File: src/rtl/fetch_pkg.sv
// fetch_pkg: shared definitions for the instruction-fetch stage.
//   - opcode / funct constants used by the static predictor
//   - HALT_WORD, the word that parks fetch until execute redirects
//   - fetch FSM state type, predecode result and queue entry structs
//   - predecode(): static prediction for one returned instruction word
package fetch_pkg;

  localparam logic [4:0]  OP_J_PFX   = 5'b00001;   // J / JAL
  localparam logic [5:0]  OP_BC      = 6'b110010;  // BC
  localparam logic [4:0]  OP_BR_PFX  = 5'b00010;   // BEQ / BNE
  localparam logic [5:0]  OP_SPECIAL = 6'b000000;
  localparam logic [5:0]  FN_JR      = 6'b001001;  // JR / JALR
  localparam logic [31:0] HALT_WORD  = 32'hFFFF_FFFF;

  typedef enum logic {RUN, PARK} fetch_state_t;

  typedef struct packed {
    logic        is_jump;   // control-flow instruction of any kind
    logic        is_park;   // target unknown to fetch: wait for execute
    logic        taken;     // predicted taken
    logic [31:0] target;    // predicted next PC (pc+4 when not taken)
  } pred_t;

  typedef struct packed {
    logic [31:0] pc;
    logic [31:0] inst;
    logic        pred_taken;
    logic [31:0] pred_target;
  } entry_t;

  // Static prediction: unconditional jumps and backward conditional
  // branches are taken, forward conditional branches fall through.
  function automatic pred_t predecode(input logic [31:0] inst,
                                      input logic [31:0] pc);
    pred_t r;
    r = '{is_jump: 1'b0, is_park: 1'b0, taken: 1'b0, target: pc + 32'd4};
    if (inst == HALT_WORD) begin
      r.is_park = 1'b1;
    end else if (inst[31:27] == OP_J_PFX) begin
      r.is_jump = 1'b1;
      r.taken   = 1'b1;
      r.target  = {pc[31:28], inst[25:0], 2'b00};
    end else if (inst[31:26] == OP_BC) begin
      r.is_jump = 1'b1;
      r.taken   = 1'b1;
      r.target  = pc + {{4{inst[25]}}, inst[25:0], 2'b00};
    end else if (inst[31:27] == OP_BR_PFX) begin
      r.is_jump = 1'b1;
      if (inst[15]) begin
        r.taken  = 1'b1;
        r.target = pc + {{14{inst[15]}}, inst[15:0], 2'b00};
      end
    end else if (inst[31:26] == OP_SPECIAL && inst[5:0] == FN_JR) begin
      r.is_jump = 1'b1;
      r.is_park = 1'b1;
    end
    return r;
  endfunction

endpackage

File: src/rtl/fetch_queue_if.sv
// fetch_queue_if: fetch-to-decode handshake.
//   out_valid/out_ready   valid/ready handshake on the queue head
//   out_pc, out_inst      PC and instruction word of the head entry
//   out_pred_taken/target static prediction made at fetch
// master = fetch side (drives head), slave = decode side (drives ready).
interface fetch_queue_if;
  logic        out_valid;
  logic        out_ready;
  logic [31:0] out_pc;
  logic [31:0] out_inst;
  logic        out_pred_taken;
  logic [31:0] out_pred_target;

  modport master (output out_valid, out_pc, out_inst, out_pred_taken,
                  out_pred_target, input out_ready);
  modport slave  (input out_valid, out_pc, out_inst, out_pred_taken,
                  out_pred_target, output out_ready);
endinterface

File: src/rtl/fetch_fifo.sv
// fetch_fifo: DEPTH-entry FIFO (DEPTH a power of two) with synchronous
// flush, occupancy count and a valid/ready pop port.
//   clk, rstn         clock, synchronous active-low reset
//   flush             empties the FIFO at the next edge (wins over push/pop)
//   push, push_data   write one entry (caller guarantees a free slot)
//   pop_valid/ready   head handshake; pop_data is zero while empty
//   count             current occupancy 0..DEPTH
module fetch_fifo #(
  parameter int WIDTH = 8,
  parameter int DEPTH = 4
) (
  input  logic                       clk,
  input  logic                       rstn,
  input  logic                       flush,
  input  logic                       push,
  input  logic [WIDTH-1:0]           push_data,
  output logic                       pop_valid,
  input  logic                       pop_ready,
  output logic [WIDTH-1:0]           pop_data,
  output logic [$clog2(DEPTH):0]     count
);
  localparam int AW = $clog2(DEPTH);

  logic [WIDTH-1:0] mem [DEPTH];
  logic [AW-1:0]    wr_ptr, rd_ptr;
  logic             pop;

  assign pop_valid = (count != '0);
  assign pop       = pop_valid && pop_ready;
  assign pop_data  = pop_valid ? mem[rd_ptr] : '0;

  always_ff @(posedge clk) begin
    if (!rstn || flush) begin
      wr_ptr <= '0;
      rd_ptr <= '0;
      count  <= '0;
    end else begin
      if (push) wr_ptr <= wr_ptr + AW'(1);
      if (pop)  rd_ptr <= rd_ptr + AW'(1);
      case ({push, pop})
        2'b10:   count <= count + (AW+1)'(1);
        2'b01:   count <= count - (AW+1)'(1);
        default: count <= count;
      endcase
    end
  end

  always_ff @(posedge clk) begin
    if (push) mem[wr_ptr] <= push_data;
  end

endmodule

File: src/rtl/fetch_queue.sv
// fetch_queue: prefetching fetch stage with static branch prediction and
// a decoupling instruction queue.
//   clk, rstn                 clock, synchronous active-low reset
//   inst_addr, inst_req       word address / read strobe to instruction memory
//   inst_data                 read data, valid one cycle after inst_req
//   redirect_valid/pc         PC change from execute; highest priority
//   deq (master)              queue head towards decode
module fetch_queue
  import fetch_pkg::*;
#(
  parameter int          ADDR_W   = 17,
  parameter int          DEPTH    = 4,
  parameter logic [31:0] RESET_PC = 32'h0000_0000
) (
  input  logic              clk,
  input  logic              rstn,
  output logic [ADDR_W-1:0] inst_addr,
  output logic              inst_req,
  input  logic [31:0]       inst_data,
  input  logic              redirect_valid,
  input  logic [31:0]       redirect_pc,
  fetch_queue_if.master     deq
);
  localparam int CW = $clog2(DEPTH);

  fetch_state_t state, state_n;
  logic [31:0]  fetch_pc, fetch_pc_n;
  logic         vld_p1, squash_p1, squash_n;
  logic [31:0]  pc_p1;
  logic [CW:0]  count;
  logic [CW+1:0] used;
  logic         issue, ret, push, head_valid;
  pred_t        pd;
  entry_t       push_entry, head;

  // Stage p0: issue. Occupancy plus the read in flight must leave room,
  // so returning data always has a reserved slot.
  assign used      = {1'b0, count} + {{(CW+1){1'b0}}, vld_p1};
  assign issue     = rstn && (state == RUN) && !redirect_valid
                     && (used < (CW+2)'(DEPTH));
  assign inst_req  = issue;
  assign inst_addr = fetch_pc[ADDR_W+1:2];

  // Stage p1: memory return, predecode and enqueue.
  assign ret        = vld_p1 && !squash_p1;
  assign pd         = predecode(inst_data, pc_p1);
  assign push       = ret && !redirect_valid;
  assign push_entry = '{pc: pc_p1, inst: inst_data,
                        pred_taken: pd.taken, pred_target: pd.target};

  // A taken or parking return makes the sequential read issued in the
  // same cycle useless; it is tagged so its data is dropped next cycle.
  always_comb begin
    state_n    = state;
    fetch_pc_n = fetch_pc;
    squash_n   = 1'b0;
    if (redirect_valid) begin
      fetch_pc_n = redirect_pc & ~32'h3;
      state_n    = RUN;
    end else begin
      if (issue) fetch_pc_n = fetch_pc + 32'd4;
      if (ret && pd.is_jump && pd.taken) begin
        fetch_pc_n = pd.target;
        squash_n   = issue;
      end
      if (ret && pd.is_park) begin
        state_n  = PARK;
        squash_n = issue;
      end
    end
  end

  always_ff @(posedge clk) begin
    if (!rstn) begin
      state     <= RUN;
      fetch_pc  <= RESET_PC;
      vld_p1    <= 1'b0;
      squash_p1 <= 1'b0;
    end else begin
      state     <= state_n;
      fetch_pc  <= fetch_pc_n;
      vld_p1    <= issue;
      squash_p1 <= squash_n;
    end
  end

  always_ff @(posedge clk) begin
    if (issue) pc_p1 <= fetch_pc;
  end

  // Stage p2: queue head towards decode.
  fetch_fifo #(.WIDTH($bits(entry_t)), .DEPTH(DEPTH)) u_fifo (
    .clk       (clk),
    .rstn      (rstn),
    .flush     (redirect_valid),
    .push      (push),
    .push_data (push_entry),
    .pop_valid (head_valid),
    .pop_ready (deq.out_ready),
    .pop_data  (head),
    .count     (count)
  );

  assign deq.out_valid       = head_valid;
  assign deq.out_pc          = head.pc;
  assign deq.out_inst        = head.inst;
  assign deq.out_pred_taken  = head.pred_taken;
  assign deq.out_pred_target = head.pred_target;

endmodule

File: src/flat_wrapper.sv
// flat-port wrapper written by rule: the top's interface ports become plain ports
module fetch_queue_flat import fetch_pkg::*;
#(
  parameter int          ADDR_W   = 17,
  parameter int          DEPTH    = 4,
  parameter logic [31:0] RESET_PC = 32'h0000_0000
)
  (clk, rstn, inst_addr, inst_req, inst_data, redirect_valid, redirect_pc, deq_out_valid, deq_out_pc, deq_out_inst, deq_out_pred_taken, deq_out_pred_target, deq_out_ready);
  fetch_queue_if deq_i ();
  input  logic clk;
  input  logic rstn;
  output logic [ADDR_W-1:0] inst_addr;
  output logic inst_req;
  input  logic [31:0] inst_data;
  input  logic redirect_valid;
  input  logic [31:0] redirect_pc;
  output wire logic [$bits(deq_i.out_valid)-1:0] deq_out_valid;
  output wire logic [$bits(deq_i.out_pc)-1:0] deq_out_pc;
  output wire logic [$bits(deq_i.out_inst)-1:0] deq_out_inst;
  output wire logic [$bits(deq_i.out_pred_taken)-1:0] deq_out_pred_taken;
  output wire logic [$bits(deq_i.out_pred_target)-1:0] deq_out_pred_target;
  input wire logic [$bits(deq_i.out_ready)-1:0] deq_out_ready;
  assign deq_out_valid = deq_i.out_valid;
  assign deq_out_pc = deq_i.out_pc;
  assign deq_out_inst = deq_i.out_inst;
  assign deq_out_pred_taken = deq_i.out_pred_taken;
  assign deq_out_pred_target = deq_i.out_pred_target;
  assign deq_i.out_ready = deq_out_ready;
  fetch_queue #(.ADDR_W(ADDR_W), .DEPTH(DEPTH), .RESET_PC(RESET_PC)) u_core (.clk(clk), .rstn(rstn), .inst_addr(inst_addr), .inst_req(inst_req), .inst_data(inst_data), .redirect_valid(redirect_valid), .redirect_pc(redirect_pc), .deq(deq_i));
endmodule
File: config.mk
export PLATFORM = sky130hd
export DESIGN_NAME = fetch_queue_flat
export DESIGN_NICKNAME = d
export VERILOG_FILES = /design/src/rtl/fetch_pkg.sv /design/src/rtl/fetch_queue_if.sv /design/src/rtl/fetch_fifo.sv /design/src/rtl/fetch_queue.sv /design/src/flat_wrapper.sv
export SDC_FILE = /design/constraint.sdc
export NUM_CORES = 1
export LEC_CHECK = 0
export ABC_AREA = 0
export CAP_MARGIN = 10
export CORE_ASPECT_RATIO = 1.25
export CORE_MARGIN = 3
export CORE_UTILIZATION = 60
export CTS_BUF_LIST = sky130_fd_sc_hd__clkbuf_2
export CTS_CLUSTER_DIAMETER = 40
export DETAILED_ROUTE_END_ITERATION = 10
export GPL_TIMING_DRIVEN = 1
export PLACE_DENSITY_LB_ADDON = 0.15
export RECOVER_POWER = 25
export SLEW_MARGIN = 20
export SYNTH_ARGS = -nofsm -noshare
export SYNTH_HDL_FRONTEND = slang
export SYNTH_SLANG_ARGS = --single-unit
File: constraint.sdc
create_clock -name clk -period 4.9 [get_ports clk]
set_input_delay 0.98 -clock clk [delete_from_list [all_inputs] [get_ports clk]]
set_output_delay 0.98 -clock clk [all_outputs]
set_load 0.03 [all_outputs]
==> out/metrics.cfg, run 1 <==
[global_routing]
antenna_found_initial=1
track_usage_pct=29.66
grt_pass1_wl_um=85940
grt_overflow=0
grt_pass1_vias=14640
grt_max_degree=66

[route]
dr.pass1.iters=5
detail-route-antenna-nets=0
num_vias=14720
drc_errors=0
wl_um=56670
wire_per_inst_um=23.85
via_per_inst=6.195
first_iter_violations=1318

[worst_setup_path]
arrival_ns=3.56
rr_endpoint=u_core.u_fifo.mem[3][26]$_DFFE_PP_
timing.rr.start=u_core.pc_p1[9]$_DFFE_PP_
worstPathMaxFanout=31
cp-end-kind=output pin
worstPathRequired_ns=3.92
r2r_slack_ns=0.93
worstSetupStartpointType=flip-flop
crit_type=reg -> out
cp-endpoint=deq_out_pred_target[22]
reg2reg_depth=10

[clock_tree]
cts_resized=0
cts_tree=done
h-tree-depth=3
cts_sinks=464
cts_setup_buffers=0
cts_buffers=106
cts_max_path_buffers=3
hold_buffers=0
path_clk_slew_ns=0.11
clk_latency_ns=1.05
cts_root_buf=clkbuf_2

[logic_synthesis]
synth_cell_types=70
syn_avg_cell_area_um2=14.19
yosys_warnings=0
netlist_area_um2=21800
ys.flop_type=edfxtp_1
yosysTopAreaCellShare_pct=57.86
synth.most_common_cell=edfxtp_1
synth-edff-count=420
synth_seq_area_share_pct=61.91
synthTopCellsByCount=edfxtp_1 (420), and2_1 (115), mux4_2 (97)
synth_top_cell_by_area=edfxtp_1
synthTopCellsByArea=edfxtp_1 (58%), mux4_2 (10%), dfxtp_1 (4.0%)
async_flop_share_pct=0
synth_nets=1655
ys_ff_latch=464
netlist_instances=1536

[place]
gp_congestion=0.9997
dp_hpwl_um=39360
dpl_worst_slack_ns=0.1489
port_buffers=181

[timing]
setup_violations=0
slew_violations=0
slew_headroom_pct=26.52
rsz0062_at_grt=no
worst_clock_skew_ns=0.1022
fin_crit_sh_pct=92.72
hold_viol_final=0
tightest_slew_ns=1.092
finalSetupTns_ns=0
fmax_ghz=0.2201
period_needed_ns=4.543
setup_ws_ns=0.3569

[power_and_ir_drop]
p_sw_share_pct=26.06
pwr-share-clk_pct=32.1
p_per_area_nw_per_um2=305.8
switchingPower_w=0.002028
seq_power_share_pct=57.4
combPwrFrac_pct=10.5
intPower_w=0.005754
power.leakage_nw=8.767
vdd_drop_max_v=0.0002497

[floorplanning]
die_area_um2=38660
die_y_um=219.1
rows=77
num_io_pins=184
initial_core_util_pct=61.14
core_um2=35650
die_w_um=176.5

[finish]
num-fill-cells=2469
post-route-util_pct=71.39
multiInputGateArea_um2=7875
regArea_um2=13500
area_growth_pct=16.76
nets=1933
drive_above_1_share_pct=17.89

[outcome]
status=complete, no violations

[min_path]
min_path_type=reg -> reg

[run]
drv_cap=0

registers in the layout (all words and copies together) (netlist names), named ones only:
signal                count
u_core.u_fifo.wr_ptr      2
u_core.vld_p1             1
u_core.state              1
u_core.fetch_pc          30
u_core.pc_p1             32
u_core.u_fifo.rd_ptr      2
u_core.u_fifo.mem       388
u_core.squash_p1          1
u_core.u_fifo.count       3
through the flow:
stage          cells  hold WS (ns)  total power (W)  area, µm²
2_1_floorplan   1536        0.4081         0.005027      21800
3_3_place_gp    2180        0.4111         0.005358      24490
3_5_place_dp    2180        0.4206         0.005373      24490
4_1_cts         2375        0.4305         0.007853      25520
5_1_grt         2376        0.4508         0.008121      25450
6_report        2376        0.4562         0.007782      25450
power groups by stage:
stage                     Sequential (W)  Clock [W]  Combinational, W
after floorplan                  0.00452          0          0.000506
after global placement           0.00455          0          0.000808
after detailed placement         0.00456          0          0.000817
after CTS                        0.00446    0.00256          0.000823
after global routing             0.00448    0.00276          0.000880
final                            0.00447    0.00250          0.000818
critical path: stages (launching register included):
cell and delay [ns]:
dfxtp_4 0.81, buf_4 0.37, mux4_2 0.54, and2_1 0.17
clkdlybuf4s50_1 0.59
worst min path at each step:
stage,startpoint,endpoint,slack [ns],cells after the start
6_report,flip-flop,u_core.pc_p1[1]$_DFFE_PP_,0.46,0
2_1_floorplan,flip-flop,u_core.pc_p1[0]$_DFFE_PP_,0.41,0
4_1_cts,redirect_valid,flip-flop,0.43,4
3_5_place_dp,flip-flop,u_core.pc_p1[1]$_DFFE_PP_,0.42,0
5_1_grt,flip-flop,u_core.pc_p1[1]$_DFFE_PP_,0.45,0
3_3_place_gp,flip-flop,u_core.pc_p1[1]$_DFFE_PP_,0.41,0
cell usage in the layout, fill, tap and decap left out, types with 9 or more instances in the layout:
cell               n
clkbuf_1          20
ha_1              49
or3_1             10
xor2_1            46
clkbuf_2         160
mux4_2            97
nand2_1           78
inv_1             19
a21o_1            31
nand4_1           17
nor2_1            79
nand3_1           55
clkinv_1          25
dlygate4sd3_1     31
o21ai_0           46
and2_1           111
buf_4             45
dfxtp_1           42
clkdlybuf4s50_1  148
o21a_1            10
o31ai_1            9
a21oi_1           80
o22ai_1           12
xnor2_1           46
nor3_1            22
edfxtp_1         420
a31oi_1           12
nand2b_1          11
and3_1            20
layer usage:
metal	vias to the layer above	part of all wire [%]	GRT usage [%]
met3	118	8.1	6.681
li1	6603	-	-
met1	7282	40	40.22
met4	0	3.7	11.95
met5	-	0	0
met2	717	48	47.19
layout make-up:
cell class | count | area share, %
Clock buffer | 160 | 3.147
Tap cell | 474 | 2.330
Sequential cell | 464 | 53.05
Inverter | 21 | 0.3097
Antenna cell | 1 | 0.009833
Clock inverter | 35 | 0.8948
Timing Repair Buffer | 253 | 9.312
Multi-Input combinational cell | 968 | 30.95
cell families (layout without fill, tap and decap cells):
family / Yosys count / count (layout) / synth area share, %
AO/OA/AOI/OAI: 283 / 283 / 8.571
XOR/XNOR: 92 / 92 / 3.697
adder cells (fa/ha/maj): 51 / 51 / 2.997
buffers and inverters: 104 / 469 / 2.089
flip-flops: 464 / 464 / 61.91
multiplexers: 101 / 101 / 10.21
other: 0 / 1 / 0
AND/OR/NAND/NOR: 441 / 441 / 10.53
No activity file was read; power rests on OpenSTA's default activity.
==> run 2, diff against run 1 <==
CTS_CLUSTER_SIZE = 40   (was not set)
==> run 2 against run 1 <==
  * Worst setup slack improved by 0.022 ns
  * Flip-flop and latch count unchanged
  * Clock-buffer cell count decreased by 113
  * Combinational power about the same
  * Register-to-register slack improved by 0.07 ns
  * Maximum frequency increased by 0.49%
  * Critical endpoint is now deq_out_pc[26]
  * Highest routed layer unchanged
==> out/metrics.cfg, run 2 (synthesized netlist as in run 1, its figures left out) <==
[outcome]
status=complete, no violations

[finish]
layout_common_cells=edfxtp_1 (420), clkdlybuf4s50_1 (149), and2_1 (111)
final_common_cell=edfxtp_1
area_growth_pct=14.93
num-fill-cells=2482
drive_above_1_share_pct=13.76
regMostFlops=u_core.u_fifo.mem
finalNonFillerCells=2263
regArea_um2=13500
largest_reg_flops=388
post-route-util_pct=70.27
multiInputGateArea_um2=7875
nets=1871
top_regs=u_core.u_fifo.mem: 388 flops, u_core.pc_p1: 32 flops, u_core.fetch_pc: 30 flops

[route]
via_per_inst=6.312
first_iter_violations=1415
num_vias=14280
dr.pass1.iters=5
wl_um=55730
wire_per_inst_um=24.63
drc_errors=0
detail-route-antenna-nets=0

[worst_setup_path]
crit_type=reg -> out
worstPathRequired_ns=3.92
worstSetupStartpointType=flip-flop
worstPathMaxFanout=31
cp-end-kind=output pin
arrival_ns=3.54
reg2reg_depth=10

[timing]
holdWs_ns=0.4782
setup_ws_ns=0.3789
setup_violations=0
fin_crit_sh_pct=92.27
fmax_ghz=0.2212
finalSetupTns_ns=0
tightest_slew_ns=1.087
worst_clock_skew_ns=0.1009
slew_headroom_pct=26.84
slew_violations=0
period_needed_ns=4.521
hold_viol_final=0
rsz0062_at_grt=no

[clock_tree]
h-tree-depth=2
hold_buffers=0
cts_setup_buffers=0
clk_latency_ns=1.04
cts_sinks=464
cts_root_buf=clkbuf_2
cts_max_path_buffers=3
cts_resized=0
cts_buffers=44
path_clk_slew_ns=0.26
cts_tree=done

[place]
port_buffers=181
gp_congestion=0.9997
placedCellCount=2180
dp_hpwl_um=39360
dpl_worst_slack_ns=0.1489

[floorplanning]
core_um2=35650
die_area_um2=38660
num_io_pins=184
initial_core_util_pct=61.14
die_y_um=219.1
die_w_um=176.5
rows=77

[run]
drv_cap=0

[global_routing]
track_usage_pct=28.99
grt_pass1_wl_um=84370
grt_max_degree=66
grt_pass1_vias=13950
antenna_found_initial=1
grt_overflow=0

[min_path]
holdPathStages=2
min_path_type=reg -> reg

[power_and_ir_drop]
power.leakage_nw=8.377
vdd_drop_max_v=0.0002903
p_per_area_nw_per_um2=288.7

[run 2: metrics by stage]
step,total power (W),area [µm²]
final,0.007232,25050
after global routing,0.007513,25050
after CTS,0.007284,25120
after detailed placement,0.005373,24490
after global placement,0.005358,24490
after floorplan,0.005027,21800
[run 2: critical path, stage by stage, from the launching register on]
cell	delay [ns]
dfxtp_4	0.86
buf_4	0.36
mux4_2	0.53
and2_1	0.18
clkdlybuf4s50_1	0.60
[run 2: worst paths after layout]
path | from | endpoint | slack [ns]
hold reg to reg | flip-flop | flip-flop | 0.48
setup reg to reg | u_core.pc_p1[9]$_DFFE_PP_ | u_core.u_fifo.mem[1][26]$_DFFE_PP_ | 1.00
setup / recovery | flip-flop | deq_out_pc[26] | 0.38
hold / removal | flip-flop | flip-flop | 0.48
[run 2: layout make-up]
cell class                 instances  area share (%)
clock buffer                      47          0.9391
timing repair buffer             253           9.461
clock inverter                    35           1.573
multi-input combinational        968           31.44
inverter                          21          0.3147
tap                              474           2.368
sequential                       464           53.90
antenna                            1        0.009990
[run 2: report_power, final]
group | total, W | leakage [nW] | switching, W | internal, W
clock network | 0.00194 | 0.384 | 0.00139 | 0.000549
logic | 0.000818 | 3.81 | 0.000484 | 0.000334
registers | 0.00447 | 4.18 | 0.0000836 | 0.00439
total | 0.00723 | 8.38 | 0.00196 | 0.00527
[run 2: routing by layer]
metal	GRT usage, %	share of wire (%)
met5	0	0
met3	5.244	7.8
met1	40.56	41
met4	9.431	3.5
met2	46.84	48
